==> src/rtl/step_seq_pkg.sv <==
// Shared types and constants for the step sequencer: FSM states, coil reset
// pattern, default widths and the coil rotation helper.
package step_seq_pkg;

  localparam int POS_WIDTH_DEF     = 10;
  localparam int DIV_WIDTH_DEF     = 16;
  localparam int SETTLE_CYCLES_DEF = 4;

  localparam logic [3:0] COIL_RESET = 4'b0001;

  typedef enum logic [1:0] {
    ST_IDLE,
    ST_MOVE,
    ST_SETTLE,
    ST_DONE
  } state_e;

  // Left rotation follows increments, right rotation follows decrements.
  function automatic logic [3:0] coil_next(input logic [3:0] c, input logic up);
    return up ? {c[2:0], c[3]} : {c[0], c[3:1]};
  endfunction

endpackage

==> src/rtl/step_sequencer_if.sv <==
// Command, feedback and drive signals of the step sequencer.
// master = controlling environment, slave = sequencer.
interface step_sequencer_if
  import step_seq_pkg::*;
#(
  parameter int POS_WIDTH = POS_WIDTH_DEF,
  parameter int DIV_WIDTH = DIV_WIDTH_DEF
);
  logic                        cmd_valid;
  logic                        cmd_ready;
  logic signed [POS_WIDTH-1:0] cmd_target;
  logic        [DIV_WIDTH-1:0] step_period;
  logic signed [POS_WIDTH-1:0] position;
  logic                        abort;
  logic                        step_enable;
  logic                        step_up;
  logic        [3:0]           coil;
  logic                        busy;
  logic                        done;

  modport master (
    output cmd_valid, cmd_target, step_period, position, abort,
    input  cmd_ready, step_enable, step_up, coil, busy, done
  );

  modport slave (
    input  cmd_valid, cmd_target, step_period, position, abort,
    output cmd_ready, step_enable, step_up, coil, busy, done
  );
endinterface

==> src/rtl/step_sequencer_rate_divider.sv <==
// Loadable down-counter pacing step pulses; tick is high while the count is zero.
// Load wins over enable; the count holds at zero until reloaded.
module rate_divider #(
  parameter int WIDTH = 16
) (
  input  logic             clk,
  input  logic             reset_n,
  input  logic             load,
  input  logic [WIDTH-1:0] load_val,
  input  logic             en,
  output logic             tick
);
  logic [WIDTH-1:0] count_q;
  logic [WIDTH-1:0] count_d;

  always_comb begin
    count_d = count_q;
    if (load) begin
      count_d = load_val;
    end else if (en && (count_q != '0)) begin
      count_d = count_q - WIDTH'(1);
    end
  end

  always_ff @(posedge clk) begin
    if (!reset_n) begin
      count_q <= '0;
    end else begin
      count_q <= count_d;
    end
  end

  assign tick = (count_q == '0);

endmodule

==> src/rtl/step_sequencer.sv <==
// Closed-loop step sequencer: drives step pulses toward a commanded target,
// rotates the coil pattern in lockstep, and pulses done after a settle interval.
module step_sequencer
  import step_seq_pkg::*;
#(
  parameter int POS_WIDTH     = POS_WIDTH_DEF,
  parameter int DIV_WIDTH     = DIV_WIDTH_DEF,
  parameter int SETTLE_CYCLES = SETTLE_CYCLES_DEF
) (
  input logic             clk,
  input logic             reset_n,
  step_sequencer_if.slave bus
);
  localparam int SW = (SETTLE_CYCLES > 1) ? $clog2(SETTLE_CYCLES) : 1;
  localparam logic [SW-1:0] SETTLE_LOAD = SW'(SETTLE_CYCLES - 1);

  state_e                      state_q, state_d;
  logic signed [POS_WIDTH-1:0] target_q, target_d;
  logic        [DIV_WIDTH-1:0] period_q, period_d;
  logic                        step_en_q, step_en_d;
  logic                        step_up_q, step_up_d;
  logic        [3:0]           coil_q, coil_d;
  logic                        busy_q, busy_d;
  logic                        done_q, done_d;
  logic        [SW-1:0]        settle_q, settle_d;

  logic                        div_load;
  logic        [DIV_WIDTH-1:0] div_val;
  logic                        div_tick;
  logic        [DIV_WIDTH-1:0] per_in;
  logic signed [POS_WIDTH-1:0] pos;
  logic signed [POS_WIDTH-1:0] pos_eff;

  assign per_in = (bus.step_period == '0) ? DIV_WIDTH'(1) : bus.step_period;
  assign pos    = bus.position;

  // A pulse in flight lands at the end of this cycle, so decide the next pulse
  // from the position the counter is about to hold; this allows back-to-back pulses.
  always_comb begin
    pos_eff = pos;
    if (step_en_q) begin
      pos_eff = step_up_q ? (pos + POS_WIDTH'(1)) : (pos - POS_WIDTH'(1));
    end
  end

  always_comb begin
    state_d   = state_q;
    target_d  = target_q;
    period_d  = period_q;
    step_en_d = 1'b0;
    step_up_d = step_up_q;
    coil_d    = coil_q;
    settle_d  = settle_q;
    div_load  = 1'b0;
    div_val   = period_q - DIV_WIDTH'(1);

    if (step_en_q) begin
      coil_d = coil_next(coil_q, step_up_q);
    end

    case (state_q)
      ST_IDLE: begin
        if (bus.cmd_valid && bus.cmd_ready) begin
          target_d = bus.cmd_target;
          period_d = per_in;
          div_load = 1'b1;
          div_val  = per_in - DIV_WIDTH'(1);
          if (bus.cmd_target == pos) begin
            state_d  = ST_SETTLE;
            settle_d = SETTLE_LOAD;
          end else begin
            state_d = ST_MOVE;
          end
        end
      end
      ST_MOVE: begin
        if (bus.abort || (!step_en_q && (pos == target_q))) begin
          state_d  = ST_SETTLE;
          settle_d = SETTLE_LOAD;
        end else if (div_tick) begin
          div_load = 1'b1;
          if (pos_eff != target_q) begin
            step_en_d = 1'b1;
            step_up_d = (target_q > pos_eff);
          end
        end
      end
      ST_SETTLE: begin
        if (settle_q == '0) begin
          state_d = ST_DONE;
        end else begin
          settle_d = settle_q - SW'(1);
        end
      end
      ST_DONE: begin
        state_d = ST_IDLE;
      end
      default: begin
        state_d = ST_IDLE;
      end
    endcase

    busy_d = (state_d == ST_MOVE) || (state_d == ST_SETTLE);
    done_d = (state_d == ST_DONE);
  end

  always_ff @(posedge clk) begin
    if (!reset_n) begin
      state_q   <= ST_IDLE;
      target_q  <= '0;
      period_q  <= '0;
      step_en_q <= 1'b0;
      step_up_q <= 1'b0;
      coil_q    <= COIL_RESET;
      busy_q    <= 1'b0;
      done_q    <= 1'b0;
      settle_q  <= '0;
    end else begin
      state_q   <= state_d;
      target_q  <= target_d;
      period_q  <= period_d;
      step_en_q <= step_en_d;
      step_up_q <= step_up_d;
      coil_q    <= coil_d;
      busy_q    <= busy_d;
      done_q    <= done_d;
      settle_q  <= settle_d;
    end
  end

  rate_divider #(
    .WIDTH(DIV_WIDTH)
  ) u_rate_divider (
    .clk      (clk),
    .reset_n  (reset_n),
    .load     (div_load),
    .load_val (div_val),
    .en       (state_q == ST_MOVE),
    .tick     (div_tick)
  );

  assign bus.cmd_ready   = reset_n && (state_q == ST_IDLE);
  assign bus.step_enable = step_en_q;
  assign bus.step_up     = step_up_q;
  assign bus.coil        = coil_q;
  assign bus.busy        = busy_q;
  assign bus.done        = done_q;

endmodule
==> src/flat_wrapper.sv <==
// flat-port wrapper written by rule: the top's interface ports become plain ports
module step_sequencer_flat import step_seq_pkg::*;
#(
  parameter int POS_WIDTH     = POS_WIDTH_DEF,
  parameter int DIV_WIDTH     = DIV_WIDTH_DEF,
  parameter int SETTLE_CYCLES = SETTLE_CYCLES_DEF
)
  (clk, reset_n, bus_cmd_valid, bus_cmd_target, bus_step_period, bus_position, bus_abort, bus_cmd_ready, bus_step_enable, bus_step_up, bus_coil, bus_busy, bus_done);
  step_sequencer_if #(.POS_WIDTH(POS_WIDTH), .DIV_WIDTH(DIV_WIDTH)) bus_i ();
  input logic clk;
  input logic reset_n;
  input wire logic [$bits(bus_i.cmd_valid)-1:0] bus_cmd_valid;
  input wire logic [$bits(bus_i.cmd_target)-1:0] bus_cmd_target;
  input wire logic [$bits(bus_i.step_period)-1:0] bus_step_period;
  input wire logic [$bits(bus_i.position)-1:0] bus_position;
  input wire logic [$bits(bus_i.abort)-1:0] bus_abort;
  output wire logic [$bits(bus_i.cmd_ready)-1:0] bus_cmd_ready;
  output wire logic [$bits(bus_i.step_enable)-1:0] bus_step_enable;
  output wire logic [$bits(bus_i.step_up)-1:0] bus_step_up;
  output wire logic [$bits(bus_i.coil)-1:0] bus_coil;
  output wire logic [$bits(bus_i.busy)-1:0] bus_busy;
  output wire logic [$bits(bus_i.done)-1:0] bus_done;
  assign bus_i.cmd_valid = bus_cmd_valid;
  assign bus_i.cmd_target = bus_cmd_target;
  assign bus_i.step_period = bus_step_period;
  assign bus_i.position = bus_position;
  assign bus_i.abort = bus_abort;
  assign bus_cmd_ready = bus_i.cmd_ready;
  assign bus_step_enable = bus_i.step_enable;
  assign bus_step_up = bus_i.step_up;
  assign bus_coil = bus_i.coil;
  assign bus_busy = bus_i.busy;
  assign bus_done = bus_i.done;
  step_sequencer #(.POS_WIDTH(POS_WIDTH), .DIV_WIDTH(DIV_WIDTH), .SETTLE_CYCLES(SETTLE_CYCLES)) u_core (.clk(clk), .reset_n(reset_n), .bus(bus_i));
endmodule
==> config.mk <==
export PLATFORM = sky130hd
export DESIGN_NAME = step_sequencer_flat
export DESIGN_NICKNAME = d
export VERILOG_FILES = /design/src/rtl/step_seq_pkg.sv /design/src/rtl/step_sequencer_if.sv /design/src/rtl/step_sequencer_rate_divider.sv /design/src/rtl/step_sequencer.sv /design/src/flat_wrapper.sv
export SDC_FILE = /design/constraint.sdc
export NUM_CORES = 1
export LEC_CHECK = 0
export CAP_MARGIN = 25
export CORE_UTILIZATION = 55
export DETAILED_ROUTE_END_ITERATION = 16
export PLACE_DENSITY = 0.79
export SLEW_MARGIN = 0
export SYNTH_ARGS = -nofsm -noshare
export SYNTH_HDL_FRONTEND = slang
export SYNTH_HIERARCHICAL = 1
export SYNTH_SLANG_ARGS = --single-unit
==> constraint.sdc <==
create_clock -name clk -period 3.64 [get_ports clk]
set_clock_uncertainty 0.2 [all_clocks]
set_input_delay 0.546 -clock clk [delete_from_list [all_inputs] [get_ports clk]]
set_output_delay 0.546 -clock clk [all_outputs]
set_load 0.05 [all_outputs]
; ---- Word level (Yosys, flattened, before mapping)
; Cells that the tools add are included.
[totals]
ff_bits = 54
input_bits = 40
out_inout_bits = 9
word_cells = 75
[classes]
n_addsub = 6
n_lt_le_gt_ge = 1
n_eq_ne = 13
n_mux = 23
bitwise_logic = 4
reduce_logical = 18
[ops]
columns = op, n
row1 = $mux W16, 5
row2 = $sub A16 B1 Y16 const B, 3
row3 = $logic_not A16 Y1, 2
row4 = $eq A10 B10 Y1, 2
row5 = $mux W10, 2
row6 = $mux W2, 8
row7 = $reduce_bool A16 Y1, 1
row8 = $add A10 B2 Y10 const B, 1
row9 = $gt A10 B10 Y1, 1
row10 = $ne A10 B10 Y1, 1
row11 = $sub A10 B2 Y10 const B, 1
row12 = $eq A2 B2 Y1 const B, 4
row13 = $pmux W2 S4, 1
row14 = $ne A2 B1 Y1 const B, 3
row15 = $pmux W2 S3, 1
row16 = $reduce_and A5 Y1, 1
row17 = $eq A2 B1 Y1 const B, 2
row18 = $logic_and A1 B1 Y1, 4
row19 = $logic_not A2 Y1, 2
row20 = $mux W1, 4
row21 = $mux W4, 1
row22 = $not A1 Y1, 4
row23 = $reduce_and A4 Y1, 1
row24 = $reduce_or A4 Y1, 1
row25 = other kinds (8), 9

; ---- Longest topological paths before layout
[logic_depth]
word_depth = 7
mapped_depth = 16
depth_no_buf = 15

; ---- Hierarchy
; Netlist, hierarchy kept.
[by_module_without_submodules]
columns = mod, instances, cells_per_inst, area_each_um2, seq_area_each_um2
row1 = step_sequencer, 1, 398, 3039.2, 760.7
row2 = rate_divider, 1, 114, 922.1, 320.3

; ---- Worst setup path before layout
; OpenSTA, ideal clock, no wires.
[synth_timing]
path_kind = register to register
startpoint = reg u_core.step_up_q (netlist: u_core/bus.step_up)
endpoint = reg u_core.step_en_q (netlist: u_core/bus.step_enable)
setup_time_ns = 0.115
t_arrival_ns = 3.377
t_required_ns = 3.325
slack_ns = -0.052
stages_incl_launch_ff = 15
n_path_buf = 1
period_less_slack_ns = 3.692
path_cell_list = dfxtp_1 > clkbuf_1 > inv_1 > ha_1 > a21oi_1 > nor2_1 > a311o_1 > o22ai_1 > mux2_2 > xor2_1 > ha_1 > nand4_1 > nor3_1 > nor2_1 > and2_1
[synth_between]
elab_chain_cells = 4
[synth_rtl]
columns = element, line
row1 = from (decl), step_sequencer.sv:21  ; logic step_up_q, step_up_d;
row2 = from (signal assigned), step_sequencer.sv:123  ; step_up_q <= step_up_d;
row3 = $mux W10, step_sequencer.sv:42  ; pos_eff = step_up_q ? (pos + POS_WIDTH'(1)) : (pos - POS_WIDTH'(1));
row4 = $mux W10, step_sequencer.sv:41  ; if (step_en_q) begin
row5 = $ne A10 B10 Y1, step_sequencer.sv:82  ; if (pos_eff != target_q) begin
row6 = $mux W1, step_sequencer.sv:82
row7 = to (signal assigned), step_sequencer.sv:122  ; step_en_q <= step_en_d;
row8 = to (decl), step_sequencer.sv:20  ; logic step_en_q, step_en_d;
; Every way passes these cells.
; A chain may end at the register's enable or synchronous reset.

; ---- Final worst setup path
[layout_timing]
startpoint = in bus_position[1]
endpoint = reg u_core.step_en_q (netlist: u_core/bus.step_enable)
[layout_between]
elab_chain_cells = 5
word_cells_on_any_way = 10
classes_between = 2 x add/sub / 2 x eq/ne / 3 x mux / 3 x reduce/logical
[layout_rtl]
columns = element, line
row1 = from (decl), flat_wrapper.sv:15  ; input wire logic [$bits(bus_i.position)-1:0] bus_position;
row2 = $sub A10 B2 Y10 or $add A10 B2 Y10 (tied branches), step_sequencer.sv:42
row3 = $mux W10, step_sequencer.sv:42
row4 = $mux W10, step_sequencer.sv:41
row5 = $ne A10 B10 Y1, step_sequencer.sv:82
row6 = $mux W1, step_sequencer.sv:82
; Several ways; a longest one is shown, not always the timed one.

==> flow_metrics.tcl <==
set metrics [dict create \
    cts_buffers 5 \
    nets 645 \
    die_h_um 86.9 \
    die-area_um2 7550 \
    path_buf_inv 1 \
    clkLatencyLatePin_ps 310 \
    tightest_slew_ps 558 \
    cpMaxStageDelayCell "clkdlybuf4s50_1" \
    syn_to_final_growth_pct 22.3 \
    vias 3815 \
    setup_ws_ps 161 \
    place_inst 670 \
    antenna_found_initial 0 \
    path_common_cell "ha_1" \
    pre_cts_ws_ps -234 \
    drtAntennaViolNets 0 \
    ctsHtreeMaxLevel 2 \
    fmax_ghz 0.287 \
    grt_first_pass_wirelength_mm 16.1 \
    drc 0 \
    p_leak_nw 1.84 \
    synth_nets 576 \
    status "finished, final reports clean" \
    netlist-cell-type-count 57 \
    grt_max_degree 45 \
    final_cell_mix "nand2_1 (87), dfxtp_1 (53), clkdlybuf4s50_1 (47), o21ai_0 (47), xnor2_1 (37)" \
    hold_viol 0 \
    p_per_area_nw_per_um2 328 \
    async_flop_share_pct 0 \
    wl_per_cell_um 14.2 \
    hpwl_mm 7.38 \
    grt_use_total_pct 26.6 \
    switching_share_pct 34.7 \
    wl_met3_um 477 \
    num_io_pins 49 \
    num_antenna_cells 0 \
    synth-edff-count 0 \
    final_common_cell "nand2_1" \
    arrival_ps 3480 \
    met2WireLength_mm 4.33 \
    start_util_pct 57.7 \
    ys_seq_elements 54 \
    root_buffer "clkbuf_8" \
    power_frac_seq_pct 44.1 \
    drive_gt1_share_pct 10.2 \
    routed.top_layer "met4" \
    yosys_warnings 6 \
    crit_required_ps 3650 \
    finalSetupViolCount 0 \
    worstSetupPathType "in2reg" \
    path_max_fanout 4 \
    met1_length_mm 4.74 \
    io_buffer_count 48 \
    gp_congestion 0.902 \
    fin_cells 677 \
    die_w_um 86.9 \
    combPwrFrac_pct 34.9 \
    clk_pin_slew_ps 100 \
    viasPerCell 5.64 \
    cts_tree "done" \
    slew_viol_final 0 \
    cts_max_path_buffers 2 \
    start_kind "input port" \
    grt.overflow.total 0 \
    max-vdd-ir-drop_v 0.000221 \
    critPathTopFamily "compound AO/OA/AOI/OAI gates" \
    postSynthCellCount 512 \
    core_area_um2 6870 \
    dr.pass1.iters 5 \
    timing.final.crit_share_pct 95.6 \
    ys.flop_type "dfxtp_1" \
    p_int_w 0.00104 \
    cts_setup_buffers 0 \
    num_rows 30 \
    fillers 577 \
    grt_pass1_vias 3469 \
    finalCriticalPeriod_ps 3480 \
    p_clk_share_pct 21.0 \
    endpoint_kind "flip-flop" \
    hold_path.class "reg2reg" \
    wirelength_mm 9.61 \
    switchingPower_w 0.000551 \
    seq_area_frac_synth_pct 27.3 \
    max_cap_violations 0 \
    syn-cell-area_um2 3960 \
    cp_cell_sequence "clkdlybuf4s50_1, ha_1, a21oi_1, nor2b_1, a311o_1, o22ai_1, mux2_2, xor2_1, ha_1, nand4_1, nor3_2, nor2_1, and2_1" \
    syn-mean-instance-area_um2 7.74 \
    relSlewSlack_pct 62.5 \
    crit_path_max_incr_delay_ps 470 \
    cts_sinks 54 \
    dr.first_iter.drc_count 227 \
]
sequential cells by signal (all words and copies together) (netlist names):
name	cells
u_core/bus.step_up	1
u_core/settle_q	2
u_core/bus.coil	4
u_core/u_rate_divider/count_q	16
u_core/state_q	2
u_core/bus.done	1
u_core/bus.busy	1
u_core/period_q	16
u_core/bus.step_enable	1
u_core/target_q	10
power by group through the flow:
stage / sequential (W) / combinational (W) / clock, W
6_report: 0.000700 / 0.000553 / 0.000334
5_1_grt: 0.000709 / 0.000610 / 0.000362
3_3_place_gp: 0.000710 / 0.000530 / 0
4_1_cts: 0.000699 / 0.000546 / 0.000341
2_1_floorplan: 0.000708 / 0.000361 / 0
3_5_place_dp: 0.000713 / 0.000543 / 0
metrics by stage:
stage | hold WS [ps] | area [µm²] | total power, W | setup TNS (ps) | utilization, %
finish | 288 | 4850 | 0.00159 | 0 | 70.5
global route | 318 | 4850 | 0.00168 | -2.51 | 70.5
CTS | 292 | 4830 | 0.00159 | 0 | 70.4
detailed placement | 279 | 4750 | 0.00126 | -453 | 69.1
global placement | 248 | 4750 | 0.00124 | -166 | 69.1
floorplan | 238 | 3960 | 0.00107 | 0 | -
per-layer routing:
metal / global-route usage, % / vias to the layer above
li1: - / 1946
met1: 38.4 / 1757
met2: 42.4 / 106
met3: 3.22 / 6
met4: 5.61 / 0
met5: 0 / -
cells in the mapped netlist, types with 5 or more instances:
cell / instances / area share [%]
clkbuf_1: 19 / 1.8
o21ai_0: 47 / 5.9
nor2_1: 35 / 3.3
nor3b_1: 5 / 0.95
a21boi_0: 7 / 1.3
nand2_1: 87 / 8.2
and2_1: 5 / 0.79
nor2b_1: 7 / 1.1
xor2_1: 23 / 5.1
nor3_1: 19 / 2.4
ha_1: 23 / 7.3
inv_1: 16 / 1.5
nor4_1: 12 / 1.9
dfxtp_1: 54 / 27
xnor2_1: 37 / 8.2
a21oi_1: 29 / 3.7
nand4_1: 5 / 0.79
mux2i_1: 16 / 4.0
cell type report:
type | instances | area, µm² | area share (%)
Timing Repair Buffer | 83 | 753 | 15.5
Clock buffer | 5 | 68.8 | 1.42
Sequential cell | 54 | 1080 | 22.3
Multi-Input combinational cell | 421 | 2750 | 56.7
Tap cell | 96 | 120 | 2.48
Inverter | 16 | 60.1 | 1.24
Clock inverter | 2 | 15.0 | 0.310
worst reg2reg max path, stage by stage, from the launching register on:
cell and delay [ps]:
dfxtp_2 330, inv_1 290, ha_1 320, a21oi_1 140, nor2b_1 80, a311o_1 400
o22ai_1 150, mux2_2 360, xor2_1 150, ha_1 340, nand4_1 110, nor3_2 160
nor2_1 90, and2_1 150
worst paths after layout:
| check | start | to | slack (ps) | cells past startpoint |
|---|---|---|---|---|
| worst min-delay path | u_core/settle_q[1]$_SDFFE_PN0P_ | u_core/settle_q[1]$_SDFFE_PN0P_ | 290 | 2 |
| worst max register to register | u_core/bus.step_up$_SDFFE_PN0P_ | u_core/bus.step_enable$_SDFF_PP0_ | 260 | 13 |
| worst min register to register | u_core/settle_q[1]$_SDFFE_PN0P_ | u_core/settle_q[1]$_SDFFE_PN0P_ | 290 | 2 |
| worst max-delay path | bus_position[1] | u_core/bus.step_enable$_SDFF_PP0_ | 160 | 13 |
cells by family after synthesis:
group           count (synthesis)  synth area share (%)
xor+xnor                       60                  13.3
simple gates                  206                  26.4
buf+inv                        37                  3.70
flops                          54                  27.3
fa+ha+maj                      24                  7.77
mux                            17                  4.33
compound gates                114                  17.2
timing repair:
item / in CTS / in global routing
resized for setup: 0 / 3
setup endpoints to repair: 0 / 2
hold buffers: 0 / 0
Power figures use the tool's default switching activity.
